File: src/rtl/pipe_stage_reg_pkg.sv
// Shared stage-bundle geometry, nop/RNONE encodings and the stage FSM encoding
// for the parametrised Y86 pipeline stage register.
package pipe_stage_reg_pkg;

  localparam int NIBBLE_W = 4;
  localparam int WORD_W   = 64;

  // {icode, valE, dstE, dstM}
  localparam int STAGE_W  = NIBBLE_W + WORD_W + 2 * NIBBLE_W;

  localparam logic [NIBBLE_W-1:0] INOP  = 4'h1;
  localparam logic [NIBBLE_W-1:0] RNONE = 4'hF;

  localparam logic [STAGE_W-1:0] BUBBLE_DEFAULT = {INOP, {WORD_W{1'b0}}, RNONE, RNONE};

  // The encoding doubles as the occupancy count.
  typedef enum logic [1:0] {
    ST_EMPTY = 2'd0,
    ST_FULL  = 2'd1,
    ST_SKID  = 2'd2
  } stage_state_e;

endpackage

File: src/rtl/pipe_stage_reg_slot.sv
// One WIDTH-bit bundle slot: clear to a fixed value, or load, otherwise hold.
module pipe_stage_reg_slot #(
  parameter int               WIDTH     = 76,
  parameter logic [WIDTH-1:0] CLR_VALUE = '0
) (
  input  logic             clk,
  input  logic             clr,
  input  logic             ld,
  input  logic [WIDTH-1:0] d,
  output logic [WIDTH-1:0] q
);

  always_ff @(posedge clk) begin
    if (clr) begin
      q <= CLR_VALUE;
    end else if (ld) begin
      q <= d;
    end
  end

endmodule

File: src/rtl/pipe_stage_reg.sv
// Pipeline stage register with valid/ready handshake, hazard stall/bubble and an
// optional second (skid) entry so in_ready need not depend on out_ready.
module pipe_stage_reg
  import pipe_stage_reg_pkg::*;
#(
  parameter int               WIDTH        = STAGE_W,
  parameter logic [WIDTH-1:0] BUBBLE_VALUE = WIDTH'(BUBBLE_DEFAULT),
  parameter bit               SKID         = 1'b1
) (
  input  logic             clk,
  input  logic             rst,
  input  logic             stall_i,
  input  logic             bubble_i,
  input  logic             in_valid,
  output logic             in_ready,
  input  logic [WIDTH-1:0] in_data,
  output logic             out_valid,
  input  logic             out_ready,
  output logic [WIDTH-1:0] out_data,
  output logic [1:0]       occupancy
);

  stage_state_e     state_p1;
  stage_state_e     state_nxt;
  logic             main_ld;
  logic             main_from_skid;
  logic             skid_ld;
  logic             slot_clr;
  logic             in_fire;
  logic             out_fire;
  logic [WIDTH-1:0] main_d;
  logic [WIDTH-1:0] skid_p1;

  // Stall forces both handshakes low, so a stalled edge naturally holds everything.
  assign out_valid = (state_p1 != ST_EMPTY) & ~stall_i;
  assign in_ready  = SKID ? (~rst & ~stall_i & (state_p1 != ST_SKID))
                          : (~rst & ~stall_i & ((state_p1 == ST_EMPTY) | out_ready));
  assign in_fire   = in_valid & in_ready;
  assign out_fire  = out_valid & out_ready;
  assign occupancy = state_p1;
  assign slot_clr  = rst | bubble_i;
  assign main_d    = main_from_skid ? skid_p1 : in_data;

  always_comb begin
    state_nxt      = state_p1;
    main_ld        = 1'b0;
    main_from_skid = 1'b0;
    skid_ld        = 1'b0;
    unique case (state_p1)
      ST_EMPTY: begin
        if (in_fire) begin
          state_nxt = ST_FULL;
          main_ld   = 1'b1;
        end
      end
      ST_FULL: begin
        if (in_fire && out_fire) begin
          main_ld = 1'b1;
        end else if (in_fire && SKID) begin
          state_nxt = ST_SKID;
          skid_ld   = 1'b1;
        end else if (out_fire) begin
          state_nxt = ST_EMPTY;
        end
      end
      ST_SKID: begin
        if (out_fire) begin
          state_nxt      = ST_FULL;
          main_ld        = 1'b1;
          main_from_skid = 1'b1;
        end
      end
      default: state_nxt = ST_EMPTY;
    endcase
  end

  // Stage boundary: control state and the two bundle slots
  always_ff @(posedge clk) begin
    if (rst || bubble_i) begin
      state_p1 <= ST_EMPTY;
    end else begin
      state_p1 <= state_nxt;
    end
  end

  pipe_stage_reg_slot #(
    .WIDTH    (WIDTH),
    .CLR_VALUE(BUBBLE_VALUE)
  ) u_main (
    .clk(clk),
    .clr(slot_clr),
    .ld (main_ld),
    .d  (main_d),
    .q  (out_data)
  );

  pipe_stage_reg_slot #(
    .WIDTH    (WIDTH),
    .CLR_VALUE(BUBBLE_VALUE)
  ) u_skid (
    .clk(clk),
    .clr(slot_clr),
    .ld (skid_ld),
    .d  (in_data),
    .q  (skid_p1)
  );

endmodule

File: config.mk
export PLATFORM = sky130hd
export DESIGN_NAME = pipe_stage_reg
export DESIGN_NICKNAME = d
export VERILOG_FILES = /design/src/rtl/pipe_stage_reg_pkg.sv /design/src/rtl/pipe_stage_reg_slot.sv /design/src/rtl/pipe_stage_reg.sv
export SDC_FILE = /design/constraint.sdc
export NUM_CORES = 1
export LEC_CHECK = 0
export ABC_AREA = 1
export CAP_MARGIN = 10
export CORE_UTILIZATION = 54
export DETAILED_ROUTE_END_ITERATION = 8
export HOLD_SLACK_MARGIN = 0.15
export PLACE_DENSITY = 0.88
export SETUP_SLACK_MARGIN = 0.4
export SYNTH_ARGS = -nofsm -noshare
export SYNTH_HDL_FRONTEND = slang
export SYNTH_SLANG_ARGS = --single-unit
File: constraint.sdc
create_clock -name clk -period 2.35 [get_ports clk]
set_clock_uncertainty 0.05 [all_clocks]
set_input_delay 0.5875 -clock clk [delete_from_list [all_inputs] [get_ports clk]]
set_output_delay 0.5875 -clock clk [all_outputs]
set_load 0.02 [all_outputs]
# Word-level counts from Yosys, hierarchy flattened
# Index checks and enable logic that the tools add are counted.
# op_classes
add_sub_neg	0
mul	0
div	0
magnitude_cmp	0
n_eq_ne	7
n_shift	0
n_mux	14
n_bitwise	8
reduce_logical	5
# ops
cell	n
$mux 76	1
$mux 2	5
$ne 2x2->1 const B	4
$mux 1	6
$pmux 2 s3	1
$and 1x1->1	5
$reduce_and 4->1	1
$ne 3x3->1 const B	1
$pmux 1 s3	1
$eq 2x1->1 const B	1
$eq 2x2->1 const B	1
$logic_not 2->1	1
$not 1->1	2
$reduce_bool 2->1	1
$logic_and 1x1->1	1
$logic_or 1x1->1	1
$or 1x1->1	1
# word_totals
reg_bits	154
latchBits	0
mem_bits_rw	0
rom_bits	0
input_bits	82
out_inout_bits	80
word_cells	37
mem_count	0

# Depth between registers and ports, before layout
# Gate-level depths: netlist of run 1.
# depth
ltp_word	7
depth_mapped	9
mapped_depth_nobuf	8

# Modules after synthesis
# From an unflattened synthesis of run 1, not the netlist that was laid out.
# unflattened
cells_unflattened	1208
hier_area_um2	7257.0
# by_module_without_submodules
mod	instances	cells_per_inst	area_each_um2	seq_area_each_um2
pipe_stage_reg_slot	2	464	3064.2	1521.5
pipe_stage_reg	1	280	1128.6	40.0

# Worst setup path before layout of run 1
# No wires, ideal clock.
# synth_path
kind	input port to output port
startpoint	input stall_i
endpoint	output in_ready
arrival_time_ps	1041
required_ps	1712
setup_slack_ps	671
stages	3
n_path_buf	0
path_cell_list	nor2_1 -> inv_1 -> nor2_1
# synth_between
elab_chain_len	3
# synth_rtl
element	line_no	text
from (decl)	pipe_stage_reg.sv:12	input logic stall_i,
$not 1->1	--	
$and 1x1->1	--	
$and 1x1->1	pipe_stage_reg.sv:36	assign in_ready = SKID ? (~rst & ~stall_i & (state_p1 != ST_SKID))
to (decl)	pipe_stage_reg.sv:15	output logic in_ready,
# No other way between the ends.

# Worst setup path in the final report of run 1
# layout_path
startpoint	register state_p1[1] (netlist: occupancy[1])
endpoint	output in_ready
# layout_between
elab_chain_len	2
# layout_rtl
element	line_no	text
from (decl)	pipe_stage_reg.sv:23	stage_state_e state_p1;
from (signal assigned)	pipe_stage_reg.sv:82	state_p1 <= state_nxt;
$ne 2x2->1	pipe_stage_reg.sv:36	
$and 1x1->1	pipe_stage_reg.sv:36	
# No other way between the ends.

==> flow_results.org, run 1 <==
** Run status
- Run status :: complete, no violations

** Worst hold path
- Class of the worst hold path :: reg -> reg
- The worst hold path terminates at u_main.q[2]$_SDFFE_PP1P_.
- Cells on Worst Hold Path :: 2
- Critical hold path startpoint :: u_main.q[2]$_SDFFE_PP1P_

** Timing
- Measured against its own limit, the worst slew margin works out to 72.8%.
- Transition time of the tightest slew-check pin :: 408 ps
- Setup repair after global routing left no endpoint under its margin.
- The hold violation count in the final report was 0.
- Fin crit share :: 79.8%
- For the finished layout, the period the worst path requires is 1880 ps.
- Summed over all failing endpoints, the final setup total negative slack is 0 ps.
- Setup violations remaining at the end of the flow were counted as 0.
- Hold is met by 417 ps.
- Timing would allow up to 533 MHz.
- The number of slew-limit violations in the final report was 0.

** Synthesis
- In this run the cell area of the synthesized design comes to 7050 sq um.
- Sequential cells were found to cover 43.7% of the synthesized design area.
- Post-synthesis register bit count :: 154
- Net count after synthesis :: 1,215
- In this run the mean area of a mapped cell was 6.22 sq um.
- Count of warnings emitted by yosys :: 0
- Synthesis handed over a netlist of 1,133 instances.
- The synthesized netlist contains 18 unique library cells.

** Critical path
- Critical path fanouts, max :: 5
- Setup Crit Path Kind :: reg -> out
- Among all stages on the critical path, the largest delay is contributed by dfxtp_4.
- Crit-path leading delay family :: flip-flops
- Data on the critical path is required at its endpoint by 1710 ps.
- Register-to-register path setup slack :: 800 ps
- In this design, the stage delay of the slowest critical-path cell is 380 ps.
- Cell depth of the worst flop-to-flop path :: 9
- At the worst endpoint, the arrival time is 1240 ps.
- The number of buffers and inverters on the critical path is 2.
- The worst setup path is captured at an output port.
- Reg-to-reg startpoint :: occupancy[0]$_SDFFE_PP0P_
- Crit start category :: flip-flop
- List of cells traversed by the critical path :: inv_2, nor2_2, nor2_1, buf_4
- The worst register-to-register path ends at u_skid.q[29]$_SDFFE_PP0P_.

** Die
- In this run the count of I/O pins placed on the die edge is 162.
- The die is 116 microns wide.
- The die covers 13,500 sq um.
- Core footprint :: 12,700 sq um
- Die Height :: 116 microns
- Initial core utilization :: 55.6%
- Number of placement rows :: 41

** Power
- Overall power consumption after layout is estimated at 0.00625 W.
- Switching Fraction :: 21.5%
- Of the total power, combinational logic draws 8.2%.
- Summed over all nets, the switching power comes to 0.00135 W.
- Clk network pwr share :: 49.2%
- Share of total power in sequential cells :: 42.6%
- Total power density per cell area :: 666 nW/um^2
- VDD IR-drop max :: 409 uV
- Leakage power :: 5.21 nW
- Internal power summed over all cells :: 0.00490 W

** Routing
- The detailed router placed 6,838 vias in this run.
- For this run, the detailed router's first-pass iteration total came to 8.
- The detailed router finished its first iteration with 687 violations.
- Number of routed nets with antenna violations :: 0
- Ratio of routed vias to standard cells :: 4.69
- Routed length per placed instance :: 11.4 microns
- Summed over all layers, the routed wires come to 16,700 microns.
- In the routed design, unresolved DRC markers number 0.

** GRT
- Initial antenna violation count :: 0
- Summed over all layers, the global routing overflow is 0.
- The first global-routing pass estimated 27,200 microns of wire.
- Number of global-route vias before repair :: 6,169
- Entering global routing, the biggest net connects 92 pins.
- Global routing used 25.5% of the available tracks across all layers.

** Layout
- N_diodes :: 0
- In the final layout, the share of cells above drive strength 1 is 5.60%.
- Nets@finish :: 1,355
- Relative area change from synthesis to final layout :: 33.1%
- The finished layout holds 1,458 standard cells, fillers aside.

** CTS
- Clock tree from TritonCTS :: built
- Max Root-Sink Buffers :: 2
- The root buffer cell chosen for the clock tree is clkbuf_16.
- Counting every sink on the clock net gives 154.
- The later pin in the worst-skew pair is clocked with a latency of 420 ps.
- Total clock buffers created by CTS :: 17
- After clock tree synthesis, the clock-pin slew on the worst setup and hold paths is 60 ps.
- The clock tree synthesis step divided the H-tree into 4 levels.

** Place
- Routability-driven placement finished with a final weighted congestion of 0.786.
- Number of buffers added on ports :: 161
- Counting tap cells, the placed design contains a total of 1,424 instances.
- Total half-perimeter wirelength after legalization and detailed placement :: 10,600 microns

** Job
- Max capacitance violation total :: 0
flip-flops by register name, indices dropped and copies added (netlist names):
name	cells
u_skid.q	76
occupancy	2
u_main.q	76
worst max-delay path by stage:
stage | depth (start not counted) | from | slack [ps] | to
floorplan | 3 | stall_i | 670 | in_ready
global placement | 5 | stall_i | -280 | in_ready
detailed placement | 5 | stall_i | -320 | in_ready
CTS | 5 | rst | 160 | in_ready
global route | 4 | occupancy[1]$_SDFFE_PP0P_ | 420 | in_ready
finish | 4 | occupancy[1]$_SDFFE_PP0P_ | 470 | in_ready
power groups by stage:
stage          combinational [W]  sequential (W)  clock [W]
2_1_floorplan           0.000216         0.00276          0
3_3_place_gp            0.000517         0.00272          0
3_5_place_dp            0.000525         0.00272          0
4_1_cts                 0.000511         0.00266    0.00312
5_1_grt                 0.000568         0.00266    0.00322
6_report                0.000513         0.00266    0.00307
worst register-to-register path, stage by stage (launching register included):
cell and delay [ps]:
dfxtp_2 390, inv_2 80, nand2_1 90, nand3_2 70
buf_4 160, nand3_4 120, buf_12 250, nand2_1 130
nand2_1 80, nor2_1 40
cell type report:
cell class              count  area [sq um]
fillers                  1009          3290
multi-input cells         767          3070
inverters                 149           559
flip-flops and latches    154          3090
clock buffers              20           447
clock inverters            12           219
repair buffers            184          1780
well taps                 172           215
stage by stage:
step	worst slack, ps	util [%]	cell area, sq um
after floorplan	671	-	7050
after global placement	-279	69.3	8780
after detailed placement	-324	69.3	8780
after CTS	164	73.9	9360
after global routing	424	74.0	9380
final	475	74.0	9380
cells in the final DEF (no fill, tap or decap):
cell	netlist	routed
a21boi_1	1	1
a21oi_1	1	1
buf_12	0	8
buf_4	2	17
bufinv_16	0	6
clkbuf_1	20	2
clkbuf_16	0	17
clkbuf_2	0	1
clkbuf_8	0	1
clkdlybuf4s15_2	0	1
clkdlybuf4s50_1	0	79
clkinv_2	0	3
clkinvlp_4	0	2
dfxtp_1	154	152
dfxtp_2	0	1
dfxtp_4	0	1
dlygate4sd2_1	0	77
dlymetal6s2s_1	0	1
inv_1	145	145
inv_2	4	4
inv_6	0	1
nand2_1	388	388
nand2_4	0	1
nand3_1	22	21
nand3_2	1	1
nand3_4	0	1
nand4_4	0	1
nor2_1	275	271
nor2_2	0	4
nor2_4	1	1
o21ai_0	76	76
cells in the mapped netlist (all sizes together):
cell | n | area (sq um)
nor2 | 276 | 1040
dfxtp | 154 | 3080
a21oi | 1 | 5.00
buf | 43 | 299
inv | 149 | 559
clkbuf | 20 | 75.1
a21boi | 1 | 7.51
o21ai | 76 | 380
nand3 | 23 | 120
nand2 | 389 | 1460
nand4 | 1 | 12.5
cells by family (layout without fill, tap and decap cells):
kind of cell / Yosys count / in the layout / synth area share, %
AOI/OAI and AO/OA: 78 / 78 / 5.57
buffers and inverters: 212 / 365 / 13.2
DFF: 154 / 154 / 43.7
and+or+nand+nor: 689 / 689 / 37.4
what timing repair did:
| item | in CTS | in global routing |
|---|---|---|
| setup endpoints to repair | 156 | 154 |
| pin swaps | 1 | 1 |
| setup buffers | 1 | 1 |
| gates resized for setup | 93 | 8 |
| hold buffers | 0 | 0 |
per-layer routing:
layer	share of wire [%]	GRT usage, %	vias up
met4	2.6	12.1	0
met2	49	44.2	183
met1	43	30.0	3023
li1	-	-	3598
met3	5.2	5.71	34
met5	0	0	-
Note: power is estimated with default switching activity, not from simulation.
==> run 2: changes to the inputs <==
CORE_UTILIZATION = 46   (was 54)
PLACE_DENSITY = 0.8   (was 0.88)
clock period = 1.6 ns   (was 2.35 ns; I/O delays follow)
==> flow_results.org, run 2 (synthesized netlist as in run 1, its figures left out) <==
** Power
- Leakage power :: 5.81 nW (was 5.21 nW)
- Switching Fraction :: 24.2% (was 21.5%)
- The worst-case vdd ir drop came to 588 uV (was 409 uV).
- The power consumption is 0.00888 W (was 0.00625 W).
- Power dissipated by switching net loads :: 0.00215 W (was 0.00135 W)
- Clk network pwr share :: 43.6% (was 49.2%)
- Internal power summed over all cells :: 0.00673 W (was 0.00490 W)
- Total power density per cell area :: 766 nW/um^2 (was 666 nW/um^2)
- Share of total power in sequential cells :: 44.2% (was 42.6%)
- The share of power burned in combinational logic is 12.1% (was 8.2%).

** Timing
- The slew at the pin with the worst max-slew slack is 299 ps (was 408 ps).
- Clock period minus final worst setup slack :: 1620 ps
- Dividing the final minimum period by the clock period gives 101%.
- The number of slew-limit violations in the final report came to 0 (unchanged).
- The final setup slack of the worst path came to -21.7 ps (was 475 ps).
- Setup repair after global routing missed its margin :: yes (was no)
- Fin Hold WS :: 412 ps (was 417 ps)
- The number of failing setup endpoints in the final timing report was 4 (was 0).
- Headroom to the max-slew limit :: 79.9% (was 72.8%)
- Static timing analysis puts the maximum clock frequency at 617 MHz.
- The hold violation count in the final report was 0 (unchanged).

** Run status
- The checks that failed: negative setup slack.
- Run status :: finished, violations left (was complete, no violations)

** Layout
- Fraction of layout cells with a size suffix above 1 :: 33.0% (was 5.60%)
- Filler Cells Inserted :: 935 (was 1,009)
- Sequential cell area :: 3190 sq um (was 3090 sq um)
- Cell area after layout :: 11,600 sq um (was 9380 sq um)
- Commonest cells after routing, fill and taps aside :: nand2_1 (332), nor2_1 (200), inv_1 (143) (was nand2_1 (388), nor2_1 (271), dfxtp_1 (152))
- Relative area change from synthesis to final layout :: 64.5% (was 33.1%)
- Multi-input logic area :: 3730 sq um (was 3070 sq um)
- Final instance count without filler cells :: 1,543 (was 1,458)
- Nets@finish :: 1,430 (was 1,355)
- The final cell utilization of the core came to 78.6% (was 74.0%).
- Most frequent standard cell in the layout excluding fill and tap cells :: nand2_1 (unchanged)
- N_diodes :: 0 (unchanged)

** Die
- Number of placement rows :: 44 (was 41)
- The starting density of the core was 47.8% (was 55.6%).
- Area of the die :: 15,800 sq um (was 13,500 sq um)
- The count of boundary I/O pins came to 162 (unchanged).
- Die X :: 126 microns (was 116 microns)
- Core footprint :: 14,800 sq um (was 12,700 sq um)
- The overall die height is 126 microns (was 116 microns).

** GRT
- The first-pass GRT wire length is 30,500 microns (was 27,200 microns).
- Global route overflow :: 0 (unchanged)
- Number of global-route vias before repair :: 6,384 (was 6,169)
- Overall routing resource usage :: 24.2% (was 25.5%)
- Initial antenna violation count :: 0 (unchanged)
- The largest net degree at the start of global routing was 40 (was 92).

** CTS
- The TritonCTS sink count came to 154 (unchanged).
- Total clock buffers created by CTS :: 17 (unchanged)
- CTS root buffer :: clkbuf_16 (unchanged)
- The maximum buffer depth of the clock tree came to 2 (unchanged).
- Clock-pin slew of the registers on the worst-case setup and hold paths :: 70 ps (was 60 ps)
- Level count of the clock H-tree :: 4 (unchanged)
- The cts-stage hold buffer count was 0 (unchanged).
- Clock tree from TritonCTS :: built (unchanged)
- The latest clock arrival within the worst-skew pair came to 410 ps (was 420 ps).

** Routing
- The iteration-0 DRC count of the detailed router came to 685 (was 687).
- The per-cell routed wire length came to 15.4 microns (was 11.4 microns).
- The number of DRC violations after detailed routing came to 0 (unchanged).
- The detailed-route via count came to 7,622 (was 6,838).
- Post-detailed-routing wire length :: 23,800 microns (was 16,700 microns)
- Number of routed nets with antenna violations :: 0 (unchanged)
- Ratio of routed vias to standard cells :: 4.94 (was 4.69)
- The number of search-and-repair iterations in the first detailed-routing pass came to 5 (was 8).

** Place
- The estimated wirelength of the detail-placed design came to 10,300 microns (was 10,600 microns).
- Number of buffers added on ports :: 161 (unchanged)
- The placer congestion estimate was 0.815 (was 0.786).
- The cell area reported after detailed placement was 9070 sq um (was 8780 sq um).
- The total placed cells including tap cells came to 1,458 (was 1,424).

** Critical path
- Arrival time reported for the critical path endpoint :: 1910 ps (was 1240 ps)
- Crit start category :: input port (was flip-flop)
- Critical path fanouts, max :: 7 (was 5)
- The critical path's slowest cell is clkdlybuf4s50_1 (was dfxtp_4).
- Setup Crit Path Kind :: in -> reg (was reg -> out)
- Crit-path max cell delay :: 560 ps (was 380 ps)
- The endpoint class of the critical path was a flip-flop (was output port).
- The required arrival time at the worst endpoint was 1890 ps (was 1710 ps).
- List of cells traversed by the critical path: clkdlybuf4s50_1, nand2_4, nor2_4, nand3_4, buf_12, clkbuf_16, nand2_2, nand2_1, nor2_1 (was inv_2, nor2_2, nor2_1, buf_4).

** Job
- The max capacitance violation total was 0 (unchanged).

** Worst hold path
- The class of the worst hold path is reg -> reg (unchanged).
[run 2: changes by cell type in the layout (fill, tap and decap cells not counted), sizes merged]
cell           delta
clkdlybuf4s50     -1
inv               -1
dlymetal6s2s      -1
clkinvlp          -1
dlygate4sd2      -75
bufinv            -5
nand2             +2
buf             +130
clkbuf           +22
clkinv            +3
[run 2: stage by stage]
stage	setup WS [ps]	setup TNS [ps]
floorplan	215	0
global placement	-671	-83560
detailed placement	-679	-85330
CTS	20.0	0
global route	-73.7	-1550
finish	-21.7	-66.7
[run 2: power groups by stage]
stage / Sequential, W / Clock, W / Combinational [W]
3_3_place_gp: 0.00399 / 0 / 0.000808
6_report: 0.00393 / 0.00387 / 0.00108
5_1_grt: 0.00393 / 0.00408 / 0.00115
3_5_place_dp: 0.00399 / 0 / 0.000812
2_1_floorplan: 0.00404 / 0 / 0.000320
4_1_cts: 0.00392 / 0.00386 / 0.000885
[run 2: final timing paths]
kind / from / endpoint / slack [ps] / cells past startpoint
max: in_valid / u_skid.q[21]$_SDFFE_PP0P_ / -20 / 9
min: u_skid.q[7]$_SDFFE_PP1P_ / u_skid.q[7]$_SDFFE_PP1P_ / 410 / 2
max reg2reg: occupancy[0]$_SDFFE_PP0P_ / u_main.q[21]$_SDFFE_PP0P_ / -10 / 9
min reg2reg: u_skid.q[7]$_SDFFE_PP1P_ / u_skid.q[7]$_SDFFE_PP1P_ / 410 / 2
[run 2: layout make-up]
| class | instances | share of cell area [%] |
|---|---|---|
| Clock inverter | 7 | 0.572 |
| Sequential cell | 154 | 27.5 |
| Multi-Input combinational cell | 769 | 32.2 |
| Inverter | 149 | 5.04 |
| Timing Repair Buffer | 256 | 28.4 |
| Clock buffer | 23 | 4.22 |
| Tap cell | 184 | 1.99 |
| Timing Repair inverter | 1 | 0.0756 |
[run 2: worst max-delay path: cells and delay by family]
| family | cells | cell delay (ps) |
|---|---|---|
| and+or+nand+nor | 6 | 600 |
| buffers and inverters | 3 | 910 |
[run 2: metal layers]
layer | vias up | global-route usage (%) | share of wire [%]
li1 | 3772 | - | -
met1 | 3476 | 29.7 | 39
met2 | 324 | 42.2 | 51
met3 | 50 | 6.33 | 7.7
met4 | 0 | 6.24 | 2.4
met5 | - | 0 | 0
[run 2: what timing repair did]
item | in CTS | in global routing
gates cloned | 9 | 28
buffers inserted | 15 | 3
gates resized for setup | 597 | 256
setup endpoints to repair | 234 | 234
pin swaps | 5 | 60
